<file path="config.mk">
export PLATFORM = sky130hd
export DESIGN_NAME = uart_tx_fifo
export DESIGN_NICKNAME = d
export VERILOG_FILES = /design/src/rtl/uart_tx_fifo.sv
export SDC_FILE = /design/constraint.sdc
export NUM_CORES = 1
export LEC_CHECK = 0
export ABC_AREA = 1
export CAP_MARGIN = 15
export CORE_UTILIZATION = 45
export CTS_CLUSTER_DIAMETER = 80
export DETAILED_ROUTE_END_ITERATION = 7
export PLACE_DENSITY = 0.63
export SLEW_MARGIN = 20
export SYNTH_ARGS = -nofsm -noshare
export SYNTH_HDL_FRONTEND = slang
export SYNTH_SLANG_ARGS = --single-unit
</file>
<file path="constraint.sdc">
create_clock -name clk -period 2.5 [get_ports clk]
set_input_delay 0.25 -clock clk [delete_from_list [all_inputs] [get_ports clk]]
set_output_delay 0.25 -clock clk [all_outputs]
set_load 0.01 [all_outputs]
</file>
<file path="src/rtl/uart_tx_fifo.sv">
// Buffered UART transmitter: a small FIFO feeds a start/data/parity/stop frame
// engine that drains queued characters back-to-back onto a registered line.
module uart_tx_fifo #(
  parameter int WAIT      = 868,
  parameter int DATA_BITS = 8,
  parameter int PARITY    = 0,
  parameter int STOP_BITS = 1,
  parameter int DEPTH     = 4
) (
  input  logic                   clk,
  input  logic                   reset,
  input  logic                   wr_en,
  input  logic [DATA_BITS-1:0]   wr_data,
  output logic                   full,
  output logic [$clog2(DEPTH):0] level,
  output logic                   overflow,
  output logic                   busy,
  output logic                   uart_tx
);

  localparam int AW = $clog2(DEPTH);
  localparam int LW = AW + 1;
  localparam int TW = $clog2(WAIT);
  localparam int IW = $clog2(DATA_BITS);

  typedef enum logic [2:0] {IDLE, START, DATA, PAR, STOP} state_t;

  state_t                 state_reg, state_next;
  logic [TW-1:0]          timer_reg, timer_next;
  logic [IW-1:0]          idx_reg, idx_next;
  logic [DATA_BITS-1:0]   shift_reg, shift_next;
  logic                   par_reg, par_next;
  logic                   tx_reg, tx_next;
  logic [LW-1:0]          level_reg;
  logic [AW-1:0]          wr_ptr_reg, rd_ptr_reg;
  logic                   ovf_reg;
  logic                   push, pop, bit_end;
  logic [DATA_BITS-1:0]   head;

  logic [DATA_BITS-1:0]   mem [DEPTH];

  // Full is judged on the current level, so a push that coincides with a pop
  // while full is still dropped.
  assign full    = (level_reg == LW'(DEPTH));
  assign push    = wr_en && !full;
  assign head    = mem[rd_ptr_reg];
  assign bit_end = (timer_reg == TW'(WAIT - 1));

  assign level    = level_reg;
  assign overflow = ovf_reg;
  assign busy     = (state_reg != IDLE) || (level_reg != '0);
  assign uart_tx  = tx_reg;

  always_ff @(posedge clk) begin
    if (push) mem[wr_ptr_reg] <= wr_data;
  end

  always_comb begin
    state_next = state_reg;
    timer_next = bit_end ? '0 : timer_reg + TW'(1);
    idx_next   = idx_reg;
    shift_next = shift_reg;
    par_next   = par_reg;
    pop        = 1'b0;
    case (state_reg)
      IDLE: begin
        timer_next = '0;
        if (level_reg != '0) begin
          pop        = 1'b1;
          state_next = START;
        end
      end
      START: begin
        if (bit_end) begin
          state_next = DATA;
          idx_next   = '0;
        end
      end
      DATA: begin
        if (bit_end) begin
          if (idx_reg == IW'(DATA_BITS - 1)) begin
            state_next = (PARITY != 0) ? PAR : STOP;
            idx_next   = '0;
          end else begin
            idx_next   = idx_reg + IW'(1);
            shift_next = shift_reg >> 1;
          end
        end
      end
      PAR: begin
        if (bit_end) begin
          state_next = STOP;
          idx_next   = '0;
        end
      end
      STOP: begin
        if (bit_end) begin
          if (idx_reg == IW'(STOP_BITS - 1)) begin
            idx_next = '0;
            if (level_reg != '0) begin
              pop        = 1'b1;
              state_next = START;
            end else begin
              state_next = IDLE;
            end
          end else begin
            idx_next = idx_reg + IW'(1);
          end
        end
      end
      default: state_next = IDLE;
    endcase

    if (pop) begin
      shift_next = head;
      par_next   = (PARITY == 1) ? ~^head : ^head;
      idx_next   = '0;
    end

    // Line level is derived from the next state so the output stays registered.
    case (state_next)
      START:   tx_next = 1'b0;
      DATA:    tx_next = shift_next[0];
      PAR:     tx_next = par_next;
      default: tx_next = 1'b1;
    endcase
  end

  always_ff @(posedge clk or negedge reset) begin
    if (!reset) begin
      state_reg  <= IDLE;
      timer_reg  <= '0;
      idx_reg    <= '0;
      shift_reg  <= '0;
      par_reg    <= 1'b0;
      tx_reg     <= 1'b1;
      level_reg  <= '0;
      wr_ptr_reg <= '0;
      rd_ptr_reg <= '0;
      ovf_reg    <= 1'b0;
    end else begin
      state_reg  <= state_next;
      timer_reg  <= timer_next;
      idx_reg    <= idx_next;
      shift_reg  <= shift_next;
      par_reg    <= par_next;
      tx_reg     <= tx_next;
      level_reg  <= level_reg + LW'(push) - LW'(pop);
      ovf_reg    <= wr_en && full;
      if (push) wr_ptr_reg <= wr_ptr_reg + AW'(1);
      if (pop)  rd_ptr_reg <= rd_ptr_reg + AW'(1);
    end
  end

endmodule

</file>
Yosys cells after proc, flatten, opt, wreduce, memory -nomap -nowiden. Memories as Yosys holds them, arrays and structs flattened. Index checks and enable logic that the tools add are counted. W data, S select, Z words.

$add $sub $neg: 6. Eq/ne operators: 14. Muxes and demuxes: 30. Reductions and logical operators: 15.

Operator list (count): $mux W3 (13); $mux W8 (4); $mux W10 (2); $pmux W3 S5 (1); $eq A3 B2 Y1 const B (4); $add A10 B1 Y10 const B (1); $eq A10 B10 Y1 const B (1); $eq A3 B3 Y1 const B (3); $pmux W3 S3 (1); $reduce_xor A8 Y1 (1); $mux W1 (7); $eq A3 B1 Y1 const B (2); $logic_not A3 Y1 (2); $ne A3 B3 Y1 const B (2); $reduce_bool A3 Y1 (2); $add A2 B1 Y2 const B (2); $reduce_and A4 Y1 (1); $reduce_bool A2 Y1 (2); $reduce_bool A4 Y1 (1); $add A3 B1 Y3 (1); $add A3 B1 Y3 const B (1); $ne A3 B1 Y1 const B (1); $pmux W1 S3 (1); $reduce_and A3 Y1 (1); 7 further kinds (8).

Logic and storage cells: 77. Output and inout bits: 7. Memories: 1. Register bits: 34. RAM bits: 32.

Memory list: mem (words 4, width 8, rd ports 1, clocked after Yosys merged registers in 0, wr ports 1, line 40) `logic [DATA_BITS-1:0] mem [DEPTH];`.

Longest topological paths before layout.
Depth after elaboration: 7. Gate-level depth with buffers: 17.

Worst setup path before layout. No wires, ideal clock.

Path kind: register to register. Start point: reg timer_reg[0]. End point: reg level_reg[2] (netlist: level[2]). Clock period less this slack: 2476 ps. Arrival: 2347 ps. Data required time: 2371 ps. Cell stages (with the launch flop): 18. Setup slack: 24 ps. Library setup time: 129 ps. Cell sequence: dfrtp_1 -> ha_1 -> nand4_1 -> nor2_2 -> nand2_2 -> inv_2 -> nand2_1 -> nand2_2 -> nand2_2 -> inv_2 -> buf_8 -> ha_1 -> inv_1 -> ha_1 -> inv_1 -> fa_1 -> xnor2_1 -> xor2_1.

Longest elaborated chain between the ends: 4.

Ends and longest elaborated chain: start, declared (line 29) `logic [TW-1:0] timer_reg, timer_next;`; start signal, assigned (line 143) `timer_reg <= timer_next;`; $eq A10 B10 Y1 (line 47) `assign bit_end = (timer_reg == TW'(WAIT - 1));`; $mux W1 (line 97) `if (bit_end) begin`; $pmux W1 S2 (line 65) `case (state_reg)`; net pop (line 37) `logic push, pop, bit_end;`; $sub A3 B1 Y3 (line 148) `level_reg <= level_reg + LW'(push) - LW'(pop);`; end signal, assigned (line 148); end, declared (line 34) `logic [LW-1:0] level_reg;`.

The timed path passes the listed nets, and every way through them passes these cells. A chain may end at the register's enable or synchronous reset.

Worst setup path in the final report.
Start point: reg timer_reg[1]. End point: reg level_reg[2] (netlist: level[2]).

Longest elaborated chain between the ends: 4.

Ends and longest elaborated chain (line): $eq A10 B10 Y1 (47); $mux W1 (97); $pmux W1 S2 (65); $sub A3 B1 Y3 (148).

Every way passes these cells.

==> flow_metrics.env <==
export IMPL_nets=442
export IMPL_core_um2=7331
export IMPL_grt_use_total=0.1686
export IMPL_syn_inst=386
export IMPL_synth_seq_area_share=0.5258
export IMPL_synth_distinct_cells=39
export IMPL_dpl_hpwl_um=4420
export IMPL_slew_headroom=0.5863
export IMPL_wirelength_um=6352
export IMPL_worst_setup_path_start_kind="flop"
export IMPL_peakVddDrop_mv=0.4925
export IMPL_antenna_cells=0
export IMPL_rrSetupSlack_ns=0.11
export IMPL_rows=31
export IMPL_status="finished, final reports clean"
export IMPL_cts_hold_buf=0
export IMPL_slowest_stage="dfrtp_1"
export IMPL_dieArea_um2=8017
export IMPL_num_vias=2512
export IMPL_clkSinkCount=66
export IMPL_setup_viol=0
export IMPL_area_growth_pct=16.40
export IMPL_grt_overflow=0
export IMPL_root_buffer="clkbuf_8"
export IMPL_worst_pin_slew_ns=0.6164
export IMPL_criticalPathCategory="reg2reg"
export IMPL_mappedNetlistNets=408
export IMPL_path_cells="ha_4 -> nand4_1 -> nor2_2 -> nand2_2 -> inv_4 -> nand2_2 -> nand2_2 -> nand2_2 -> inv_2 -> ha_4 -> inv_4 -> ha_4 -> inv_2 -> fa_2 -> xnor2_2 -> xor2_1"
export IMPL_avgSynthCellArea_um2=8.933
export IMPL_worstHoldPathType="in2async"
export IMPL_ys_warnings_count=0
export IMPL_total_power_w=0.002922
export IMPL_dpl_cell_area_um2=3735
export IMPL_ant_nets=0
export IMPL_synthFlopType="dfrtp_1"
export IMPL_cts_path_max_buffers=2
export IMPL_largest_reg_flops=32
export IMPL_wl_per_cell_um=12.12
export IMPL_netlist_area_um2=3448
export IMPL_cts_tree="yes"
export IMPL_drive_gt1_frac=0.1671
export IMPL_cp_max_fo=4
export IMPL_clock_latency_ns=0.34
export IMPL_firstDrtPassIters=4
export IMPL_final_cell_mix="nand2_1, inv_1, dfrtp_1, edfxtp_1, nor2_1"
export IMPL_synth_edf_count=32
export IMPL_htreeDepth=3
export IMPL_fmax_ghz=0.4190
export IMPL_cts_buffers=9
export IMPL_vias_per_cell=4.794
export IMPL_port_buffers=17
export IMPL_clk_pin_slew_ns=0.07
export IMPL_synth_seq_cells=66
export IMPL_slew_viol_final=0
export IMPL_gp_congestion=0.8405
export IMPL_rsz0062_at_grt="yes"
export IMPL_slowest_delay_ns=0.41
export IMPL_hold_violations=0
export IMPL_drcViolationCount=0
export IMPL_synthArstFlopShare=0.5152
export IMPL_period_share=0.9547
export IMPL_timing_max_cap_violations=0
export IMPL_p_leak_nw=1.857
export IMPL_layout_min_cycle_time_ns=2.387
export IMPL_detail_route_iter0_violations=126
export IMPL_crit_required_ns=2.73
export IMPL_power_density_nw_per_um2=728.0
export IMPL_cp_data_arrival_time_ns=2.62
export IMPL_crit_path_frequent_cell="nand2_2"
export IMPL_grt_max_degree=35
export IMPL_die_width_um=89.54
export IMPL_grt_pass1_vias=2258
export IMPL_die_h_um=89.54
export IMPL_antenna_found_initial=0
export IMPL_final_area_um2=4014
export IMPL_grt_pass1_wl_um=10020
export IMPL_clock_skew_ns=0.008320
export IMPL_start_util=0.4704
export IMPL_endpoint_kind="flop"
export IMPL_layout_commonest_cell="nand2_1"
export IMPL_io_pins=18
## per-stage QoR
step / setup WS (ns) / TNS (ns) / std cells / util / hold WS (ns)
6_report: 0.1132 / 0 / 524 / 0.5475 / 0.3153
5_1_grt: -0.01858 / -0.01858 / 524 / 0.5475 / 0.3711
4_1_cts: 0.01554 / 0 / 522 / 0.5383 / 0.3281
3_5_place_dp: -0.003851 / -0.003851 / 506 / 0.5095 / 0.5068
3_3_place_gp: 0.09183 / 0 / 506 / 0.5095 / 0.5013
2_1_floorplan: 0.02449 / 0 / 386 / - / -0.04559
## layer usage
layer	track usage	vias to the layer above	part of all wire
met5	0	-	0
met4	0.05628	0	0.015
met3	0.04709	10	0.028
met2	0.2837	31	0.49
met1	0.2090	1157	0.46
li1	-	1314	-
## where the power goes
| group | internal, W | switching [W] | total, W |
|---|---|---|---|
| Combinational | 0.000259 | 0.000328 | 0.000587 |
| Sequential | 0.00130 | 0.0000773 | 0.00138 |
| Clock | 0.000555 | 0.000401 | 0.000956 |
| Total | 0.00212 | 0.000807 | 0.00292 |
## synth_stat cells (2+ instances only)
library cell | n | area [um^2]
nand2_1 | 127 | 476.7
ha_1 | 10 | 125.1
a21oi_1 | 5 | 25.02
buf_4 | 2 | 15.01
nand4_1 | 6 | 37.54
edfxtp_1 | 32 | 960.9
nand3_2 | 5 | 50.05
buf_6 | 3 | 33.78
nand3_1 | 23 | 115.1
nor2_2 | 2 | 12.51
o21ai_0 | 3 | 15.01
inv_1 | 43 | 161.4
dfrtp_1 | 33 | 825.8
o21ai_1 | 5 | 25.02
nor2_1 | 28 | 105.1
nand2_2 | 19 | 118.9
nor3_1 | 8 | 40.04
o221ai_1 | 6 | 52.55
inv_2 | 3 | 11.26
xor2_1 | 4 | 35.03
## cells by family (layout without fill, tap and decap cells)
| group | after synthesis | in the layout | synth area share |
|---|---|---|---|
| and+or+nand+nor | 224 | 224 | 0.2910 |
| adders and majority gates | 11 | 11 | 0.04209 |
| xor gates and xnor gates | 5 | 5 | 0.01270 |
| DFF | 66 | 66 | 0.5258 |
| AOI/OAI and AO/OA | 24 | 24 | 0.04499 |
| buffers and inverters | 56 | 95 | 0.08345 |
## cell type report
cell class / instances / area, um^2
fill: 666 / 3317
sequential: 66 / 1813
multi-input combinational: 264 / 1398
timing repair buffer: 31 / 275.3
inverter: 48 / 195.2
clock buffer: 10 / 127.6
tap: 99 / 123.9
clock inverter: 6 / 81.33
## worst paths after layout
kind | end | startpoint | cells after the start
max | level[2] | timer_reg[1] | 16
min | shift_reg[0] | reset | 2
max reg2reg | level[2] | timer_reg[1] | 16
min reg2reg | idx_reg[2] | idx_reg[2] | 2
max in group asynchronous | uart_tx | reset | 2
min in group clk | overflow | wr_en | 3
## critical path: cells and delay by family, from the launching register on
kind	cells	cell delay [ns]
fa+ha+maj	4	0.84
buf+inv	4	0.22
xor+xnor	2	0.31
flops	1	0.41
simple gates	6	0.48
## timing repair
action	4_1_cts	5_1_grt
setup endpoints to repair	1	1
pin swaps	0	6
setup buffers	0	2
gates resized for setup	1	11
No activity file was read; power rests on OpenSTA's default activity.
